<file path="src/rtl/vram_arbiter.sv">
// Time-slot arbiter for the single-port ZBT video RAM: display reads, buffered writes, frame clear.
// Optional macro VRAM_BLANK_BURST_EN turns the display slot into a write slot during blanking.
module vram_arbiter #(
  parameter logic [1:0]  DISP_SLOT   = 2'd3,
  parameter int unsigned FIFO_DEPTH  = 8,
  parameter logic [18:0] CLEAR_WORDS = 19'd204800,
  parameter logic [35:0] CLEAR_VALUE = 36'd0
) (
  input  logic        clk,
  input  logic        reset,
  input  logic [10:0] hcount,
  input  logic        blank,
  input  logic [18:0] disp_addr,
  input  logic        wr_req,
  input  logic [18:0] wr_addr,
  input  logic [35:0] wr_data,
  output logic        wr_ready,
  input  logic        clear_start,
  output logic        clear_busy,
  output logic [18:0] ram_addr,
  output logic        ram_we,
  output logic [35:0] ram_write_data
);

  localparam int unsigned AW = 19;
  localparam int unsigned DW = 36;
  localparam int unsigned PW = (FIFO_DEPTH > 1) ? $clog2(FIFO_DEPTH) : 1;
  localparam int unsigned CW = PW + 1;

  typedef enum logic {ST_IDLE, ST_CLEAR} state_e;

  typedef struct packed {
    logic [AW-1:0] addr;
    logic [DW-1:0] data;
  } wr_word_t;

  state_e        state_q, state_d;
  logic [AW-1:0] clr_ptr_q, clr_ptr_d;
  logic [AW-1:0] ram_addr_q, ram_addr_d;
  logic          ram_we_q, ram_we_d;
  logic [DW-1:0] ram_wdata_q, ram_wdata_d;
  logic [PW-1:0] wptr_q, wptr_d, rptr_q, rptr_d;
  logic [CW-1:0] count_q, count_d;
  wr_word_t      fifo_mem_q [FIFO_DEPTH];

  logic          push_c, pop_c, full_c, empty_c, disp_cycle_c;
  logic [1:0]    next_slot_c;
  wr_word_t      head_c;

  assign full_c      = (count_q == CW'(FIFO_DEPTH));
  assign empty_c     = (count_q == '0);
  assign wr_ready    = !full_c && !reset;
  assign push_c      = wr_req && wr_ready;
  assign head_c      = fifo_mem_q[rptr_q];
  assign next_slot_c = hcount[1:0] + 2'd1;

`ifdef VRAM_BLANK_BURST_EN
  logic unused_hcount;
  assign unused_hcount = &{1'b0, hcount[10:2]};
  assign disp_cycle_c  = (next_slot_c == DISP_SLOT) && !blank;
`else
  logic unused_hcount;
  assign unused_hcount = &{1'b0, hcount[10:2], blank};
  assign disp_cycle_c  = (next_slot_c == DISP_SLOT);
`endif

  // Slot selection for the next cycle, clear sequencer and FIFO bookkeeping
  always_comb begin
    state_d     = state_q;
    clr_ptr_d   = clr_ptr_q;
    ram_addr_d  = ram_addr_q;
    ram_we_d    = 1'b0;
    ram_wdata_d = ram_wdata_q;
    pop_c       = 1'b0;

    if (disp_cycle_c) begin
      ram_addr_d = disp_addr;
    end else if (state_q == ST_CLEAR) begin
      ram_addr_d  = clr_ptr_q;
      ram_wdata_d = CLEAR_VALUE;
      ram_we_d    = 1'b1;
      clr_ptr_d   = clr_ptr_q + 19'd1;
      if (clr_ptr_q == CLEAR_WORDS - 19'd1) begin
        state_d = ST_IDLE;
      end
    end else if (!empty_c) begin
      pop_c       = 1'b1;
      ram_addr_d  = head_c.addr;
      ram_wdata_d = head_c.data;
      ram_we_d    = 1'b1;
    end

    if ((state_q == ST_IDLE) && clear_start) begin
      state_d   = ST_CLEAR;
      clr_ptr_d = '0;
    end

    wptr_d = push_c ? wptr_q + PW'(1) : wptr_q;
    rptr_d = pop_c  ? rptr_q + PW'(1) : rptr_q;
    case ({push_c, pop_c})
      2'b10:   count_d = count_q + CW'(1);
      2'b01:   count_d = count_q - CW'(1);
      default: count_d = count_q;
    endcase
  end

  always_ff @(posedge clk) begin
    if (reset) begin
      state_q     <= ST_IDLE;
      clr_ptr_q   <= '0;
      ram_addr_q  <= '0;
      ram_we_q    <= 1'b0;
      ram_wdata_q <= '0;
      wptr_q      <= '0;
      rptr_q      <= '0;
      count_q     <= '0;
    end else begin
      state_q     <= state_d;
      clr_ptr_q   <= clr_ptr_d;
      ram_addr_q  <= ram_addr_d;
      ram_we_q    <= ram_we_d;
      ram_wdata_q <= ram_wdata_d;
      wptr_q      <= wptr_d;
      rptr_q      <= rptr_d;
      count_q     <= count_d;
    end
  end

  // FIFO storage needs no reset; occupancy is tracked by count_q
  always_ff @(posedge clk) begin
    if (push_c) begin
      fifo_mem_q[wptr_q] <= {wr_addr, wr_data};
    end
  end

  assign ram_addr       = ram_addr_q;
  assign ram_we         = ram_we_q;
  assign ram_write_data = ram_wdata_q;
  assign clear_busy     = (state_q == ST_CLEAR);

endmodule

</file>
<file path="config.mk">
export PLATFORM = sky130hd
export DESIGN_NAME = vram_arbiter
export DESIGN_NICKNAME = d
export VERILOG_FILES = /design/src/rtl/vram_arbiter.sv
export SDC_FILE = /design/constraint.sdc
export NUM_CORES = 1
export LEC_CHECK = 0
export ABC_AREA = 1
export CORE_ASPECT_RATIO = 1.2
export CORE_MARGIN = 3
export CORE_UTILIZATION = 35
export CTS_CLUSTER_SIZE = 14
export DETAILED_ROUTE_END_ITERATION = 6
export PLACE_DENSITY_LB_ADDON = 0.2
export REMOVE_ABC_BUFFERS = 1
export SYNTH_ARGS = -nofsm -noshare
export SYNTH_HDL_FRONTEND = slang
export SYNTH_SLANG_ARGS = --single-unit
</file>
<file path="constraint.sdc">
create_clock -name clk -period 11.8 [get_ports clk]
set_input_delay 3.54 -clock clk [delete_from_list [all_inputs] [get_ports clk]]
set_output_delay 3.54 -clock clk [all_outputs]
set_load 0.02 [all_outputs]
</file>
==> flow_metrics.env, run 1 <==
export IMPL_antenna_left=0
export IMPL_fin_nets=2048
export IMPL_slew_headroom_pct=21.8
export IMPL_rows=97
export IMPL_power_density_nw_per_um2=209
export IMPL_synth_area_per_cell_um2=11.4
export IMPL_rsz0062_at_grt="false"
export IMPL_setup_slack_ps=3490
export IMPL_synth_area_um2=21100
export IMPL_crit_fanout=3
export IMPL_dp_hpwl_um=28700
export IMPL_grt_max_degree=114
export IMPL_place_congestion=0.857
export IMPL_numCtsBuffers=55
export IMPL_yosysTopAreaCell="edfxtp_1"
export IMPL_grt_pass1_vias=14000
export IMPL_critPathMaxStageDelay_ps=750
export IMPL_slowest_stage="clkdlybuf4s50_1"
export IMPL_fin_tns_setup_ps=0
export IMPL_tightest_slew_ps=1170
export IMPL_synth_top_area_share_pct=62.7
export IMPL_io_pins=148
export IMPL_fin_skew_ps=15.3
export IMPL_final_cell_area_um2=25000
export IMPL_cts_resized_gates=0
export IMPL_seq_area_frac_synth_pct=71.2
export IMPL_cts_tree="built"
export IMPL_critPathRequiredTime_ps=8260
export IMPL_clk_latency_ps=600
export IMPL_endpoint_kind="primary output"
export IMPL_antenna_found_initial=6
export IMPL_reg2reg_slack_ps=8340
export IMPL_hold_slack_ps=464
export IMPL_grt_pass1_wl_um=82700
export IMPL_die_w_um=230
export IMPL_async_flop_share_pct=0
export IMPL_clockRootBuffer="clkbuf_16"
export IMPL_cts_hold_buf=0
export IMPL_wl_per_cell_um=19.2
export IMPL_chipHeight_um=275
export IMPL_timing_fmax_mhz=120
export IMPL_synth_edf_count=440
export IMPL_fp_dieArea_um2=63200
export IMPL_path_cells="buf_2 -> a31oi_1 -> clkdlybuf4s50_1"
export IMPL_tritoncts_num_sinks=529
export IMPL_wirelength_um=53600
export IMPL_multi_input_area_um2=5370
export IMPL_synth_seq_cells=529
export IMPL_vias=14000
export IMPL_cts_setup_buffers=0
export IMPL_start_util_pct=35.7
export IMPL_vias_per_cell=5.00
export IMPL_gr_total_overflow=0
export IMPL_place_ws_ps=3430
export IMPL_ir_worst_vdd_uv=153
export IMPL_hold_viol_final=0
export IMPL_ys_top_cells_by_area="edfxtp_1, dfxtp_1, nor2_1"
export IMPL_io_buffer_count=137
export IMPL_drtIter0Drc=1055
export IMPL_critical_path_class="in -> out"
export IMPL_final_min_clock_period_ps=8310
export IMPL_grt_total_usage_pct=16.9
export IMPL_synthCells=1845
export IMPL_drive_gt1_share_pct=6.60
export IMPL_core_um2=59000
export IMPL_hp_class="reg -> reg"
export IMPL_clk_pin_slew_ps=60
export IMPL_synth_cell_types=30
export IMPL_seq_area_um2=15000
export IMPL_synthToLayoutAreaGrowth_pct=18.6
export IMPL_start_kind="input pin"
export IMPL_fill_cells=5541
export IMPL_ys_top_cells_by_count="edfxtp_1, nor2_1, nand2_1, o21ai_0, dfxtp_1"
export IMPL_status="complete, but fails checks"
export IMPL_ctsLongestPathBuffers=3
export IMPL_drc=9
export IMPL_slew_viol_final=0
export IMPL_p_leak_nw=8.20
export IMPL_power_w=0.00521
export IMPL_violations="DRC"
export IMPL_placedInstanceArea_um2=23100
export IMPL_synth_most_common_cell="edfxtp_1"
export IMPL_arrival_ps=4770
export IMPL_maxCapViolCount=0
export IMPL_synth_flop_cell="edfxtp_1"
export IMPL_htree_levels=2
export IMPL_synth_warnings=0
export IMPL_critPathTopFamily="buffers and inverters"
export IMPL_drtPass1Iterations=7
export IMPL_report_final_setup_viol=0
export IMPL_fin_crit_sh_pct=70.4
export IMPL_path_buf_inv=2
stage by stage:
step	util, %	cells
6_report	42.4	2795
4_1_cts	42.4	2791
5_1_grt	42.4	2793
2_1_floorplan	-	1738
3_3_place_gp	39.1	2687
3_5_place_dp	39.1	2687
worst reg2reg max path, stage by stage, from the launching register on:
cell	delay (ps)
dfxtp_4	810
buf_4	860
buf_4	830
nor2_1	150
nor2_1	120
o21ai_0	100
o21ai_1	110
nand2_1	60
nand2_1	170
nand2_1	70
a21oi_1	110
layer usage:
layer  track usage, %  wire (µm)  vias up
met5                0         11        -
met3             2.96       2560       96
li1                 -          -     6734
met4             5.47       1260        2
met1             21.9      23700     6818
met2             28.9      26100      315
flip-flops by register name (all words and copies together) (netlist names), named ones only:
name / flops
ram_we: 1
rptr_q: 3
fifo_mem_q: 440
ram_write_data: 36
count_q: 4
clr_ptr_q: 19
wptr_q: 3
clear_busy: 1
ram_addr: 19
report_power, final:
group          total, W  internal (W)  switching, W
clock network   0.00179       0.00107      0.000719
logic           0.00120      0.000406      0.000793
registers       0.00222       0.00212     0.0000985
cells by family (layout without fill, tap and decap cells):
family	Yosys count	after routing	share of synthesized area, %
AOI/OAI and AO/OA	444	444	11.4
adders and majority gates	6	6	0.356
and+or+nand+nor	699	699	13.1
other	0	4	0
buffers and inverters	160	314	3.66
xor gates and xnor gates	7	7	0.291
DFF	529	529	71.2
cell usage in the layout, fill, tap and decap left out, types with 5 or more instances in the layout:
cell type,netlist,routed
a21oi_1,80,80
buf_4,13,20
bufinv_16,0,6
clkbuf_1,52,8
clkbuf_16,0,57
clkbuf_8,0,9
clkdlybuf4s50_1,0,136
clkinv_1,2,6
clkinv_2,0,16
dfxtp_1,89,86
edfxtp_1,440,440
ha_1,6,6
inv_1,48,48
nand2_1,242,242
nand3_1,62,62
nand4_1,5,5
nor2_1,378,370
nor2_4,2,10
o211ai_1,72,72
o21ai_0,218,218
o21ai_1,71,71
xor2_1,6,6
layout make-up:
| class | instances | area share [%] |
|---|---|---|
| tap | 792 | 3.97 |
| antenna | 4 | 0.0401 |
| clock inverter | 30 | 1.28 |
| clock buffer | 74 | 6.32 |
| sequential | 529 | 60.0 |
| inverter | 53 | 0.821 |
| multi-input combinational | 1156 | 21.5 |
| timing repair buffer | 157 | 6.07 |
worst paths after layout:
path,start,endpoint,cells past startpoint
setup reg to reg,flip-flop,ram_addr[18],10
hold / removal,ram_write_data[12],ram_write_data[12],2
hold reg to reg,ram_write_data[12],ram_write_data[12],2
setup / recovery,reset,wr_ready,3
Power figures use the tool's default switching activity.
==> run 2, diff against run 1 <==
- clock period: 11.8 -> 8.65 ns (I/O delays scaled with it)
==> run 2 against run 1 <==
The flow now finishes without violations. Register-to-register slack lost 3000 ps. Worst setup slack lost 1300 ps. Via count shrank 0.67%. Sequential share of layout area grew 0.11 points. Largest cell class unchanged. Non-clock buffer count grew 4.
==> flow_metrics.env, run 2 (same netlist as run 1, synthesis figures left out) <==
export IMPL_status="finished clean"
export IMPL_fin_crit_sh_pct=74.5
export IMPL_synthToLayoutAreaGrowth_pct=18.4
export IMPL_critPathTopFamily="buffers and inverters"
export IMPL_drive_gt1_share_pct=6.60
export IMPL_clk_pin_slew_ps=60
export IMPL_rows=97
export IMPL_arrival_ps=3850
export IMPL_grt_total_usage_pct=16.6
export IMPL_largest_reg_flops=440
export IMPL_io_buffer_count=137
export IMPL_tightest_slew_ps=1140
export IMPL_ir_worst_vdd_uv=163
export IMPL_maxCapViolCount=0
export IMPL_hp_class="reg -> reg"
export IMPL_top_usage_layer="met2"
export IMPL_regMostFlops="fifo_mem_q"
export IMPL_layout_common_cells="edfxtp_1, nor2_1, nand2_1"
export IMPL_core_um2=59000
export IMPL_dp_cells=2691
export IMPL_htree_levels=2
export IMPL_gr_total_overflow=0
export IMPL_fp_dieArea_um2=63200
export IMPL_p_int_w=0.00484
export IMPL_p_clk_share_pct=33.6
export IMPL_drtIter0Drc=930
export IMPL_wl_per_cell_um=18.9
export IMPL_grt_util_met2_pct=28.9
export IMPL_cts_resized_gates=0
export IMPL_setup_slack_ps=2200
export IMPL_slew_headroom_pct=23.8
export IMPL_wirelength_um=53000
export IMPL_antenna_left=0
export IMPL_tritoncts_num_sinks=529
export IMPL_p_leak_nw=8.18
export IMPL_numCtsBuffers=55
export IMPL_seq_area_um2=15000
export IMPL_chipHeight_um=275
export IMPL_grt_pass1_wl_um=80700
export IMPL_p_sw_w=0.00217
export IMPL_path_buf_inv=2
export IMPL_drtPass1Iterations=5
export IMPL_place_congestion=0.846
export IMPL_start_kind="input pin"
export IMPL_cts_hold_buf=0
export IMPL_die_w_um=230
export IMPL_critical_path_class="in -> out"
export IMPL_cts_setup_buffers=0
export IMPL_p_sw_share_pct=30.9
export IMPL_vias_per_cell=4.96
export IMPL_dp_hpwl_um=28600
export IMPL_report_final_setup_viol=0
export IMPL_layout_commonest_cell="edfxtp_1"
export IMPL_place_ws_ps=2170
export IMPL_start_util_pct=35.7
export IMPL_critPathMaxStageDelay_ps=760
export IMPL_slowest_stage="clkdlybuf4s50_1"
export IMPL_io_pins=148
export IMPL_power_density_nw_per_um2=281
export IMPL_final_min_clock_period_ps=6450
export IMPL_grt_pass1_vias=13500
export IMPL_fin_tns_setup_ps=0
export IMPL_slew_viol_final=0
export IMPL_hold_viol_final=0
export IMPL_fin_skew_ps=16.0
export IMPL_path_cells="buf_2 -> a31oi_1 -> clkdlybuf4s50_1"
export IMPL_endpoint_kind="primary output"
export IMPL_met1_usage_pct=21.3
export IMPL_stdcell_count=2795
export IMPL_antenna_found_initial=4
export IMPL_vias=13900
export IMPL_cts_tree="built"
export IMPL_fill_cells=5595
export IMPL_critPathRequiredTime_ps=6060
export IMPL_timing_fmax_mhz=155
export IMPL_multi_input_area_um2=5370
export IMPL_fin_nets=2052
export IMPL_power_share_combinational_pct=23.5
export IMPL_ctsLongestPathBuffers=3
export IMPL_clk_latency_ps=600
export IMPL_grt_max_degree=126
export IMPL_drc=0
export IMPL_seqPwrFrac_pct=42.9
export IMPL_rsz0062_at_grt="false"
export IMPL_clockRootBuffer="clkbuf_16"
export IMPL_crit_fanout=3
export IMPL_met3_usage_pct=2.74
run 2: changes by cell type in the layout (fill, tap and decap cells not counted), sizes merged:
cell      change
clkinv        +4
inv           -1
buf           +4
bufinv        -1
clkbuf        -5
clkinvlp      +1
diode         -2
run 2: through the flow:
stage | utilization (%) | hold WS [ps] | area, µm² | total power [W]
2_1_floorplan | - | 433 | 20500 | 0.00411
3_3_place_gp | 39.2 | 435 | 23100 | 0.00472
3_5_place_dp | 39.2 | 457 | 23100 | 0.00475
4_1_cts | 42.3 | 466 | 24900 | 0.00712
5_1_grt | 42.3 | 480 | 24900 | 0.00741
6_report | 42.3 | 463 | 24900 | 0.00702
run 2: final cells by class:
cell class | instances | area share (%)
Timing Repair Buffer | 161 | 6.20
Multi-Input combinational cell | 1156 | 21.5
Sequential cell | 529 | 60.1
Clock inverter | 33 | 1.23
Inverter | 53 | 0.823
Tap cell | 792 | 3.97
Clock buffer | 69 | 6.09
Antenna cell | 2 | 0.0201
run 2: power groups by stage:
stage          Sequential (W)  Combinational [W]  Clock, W
2_1_floorplan         0.00323           0.000880         0
6_report              0.00301            0.00165   0.00236
3_5_place_dp          0.00307            0.00168         0
5_1_grt               0.00303            0.00187   0.00251
4_1_cts               0.00302            0.00168   0.00242
3_3_place_gp          0.00307            0.00165         0
run 2: tightest hold or removal path: cells and delay by family, from the launching register on:
kind	cells	cell delay, ps
AO/OA/AOI/OAI	1	50
AND/OR/NAND/NOR	1	60
flip-flops	1	310
run 2: worst paths after layout:
check,to,cells past startpoint,slack [ps],start
worst min register to register,ram_write_data[12],2,460,ram_write_data[12]
worst max-delay path,wr_ready,3,2200,reset
worst min-delay path,ram_write_data[12],2,460,ram_write_data[12]
worst max register to register,fifo_mem_q[4][34],5,5380,count_q[0]
run 2: metal layers:
| metal | vias to the layer above | part of all wire [%] |
|---|---|---|
| met5 | - | 0.032 |
| met4 | 2 | 2.2 |
| met3 | 75 | 4.5 |
| met2 | 265 | 49 |
| met1 | 6792 | 44 |
| li1 | 6737 | - |
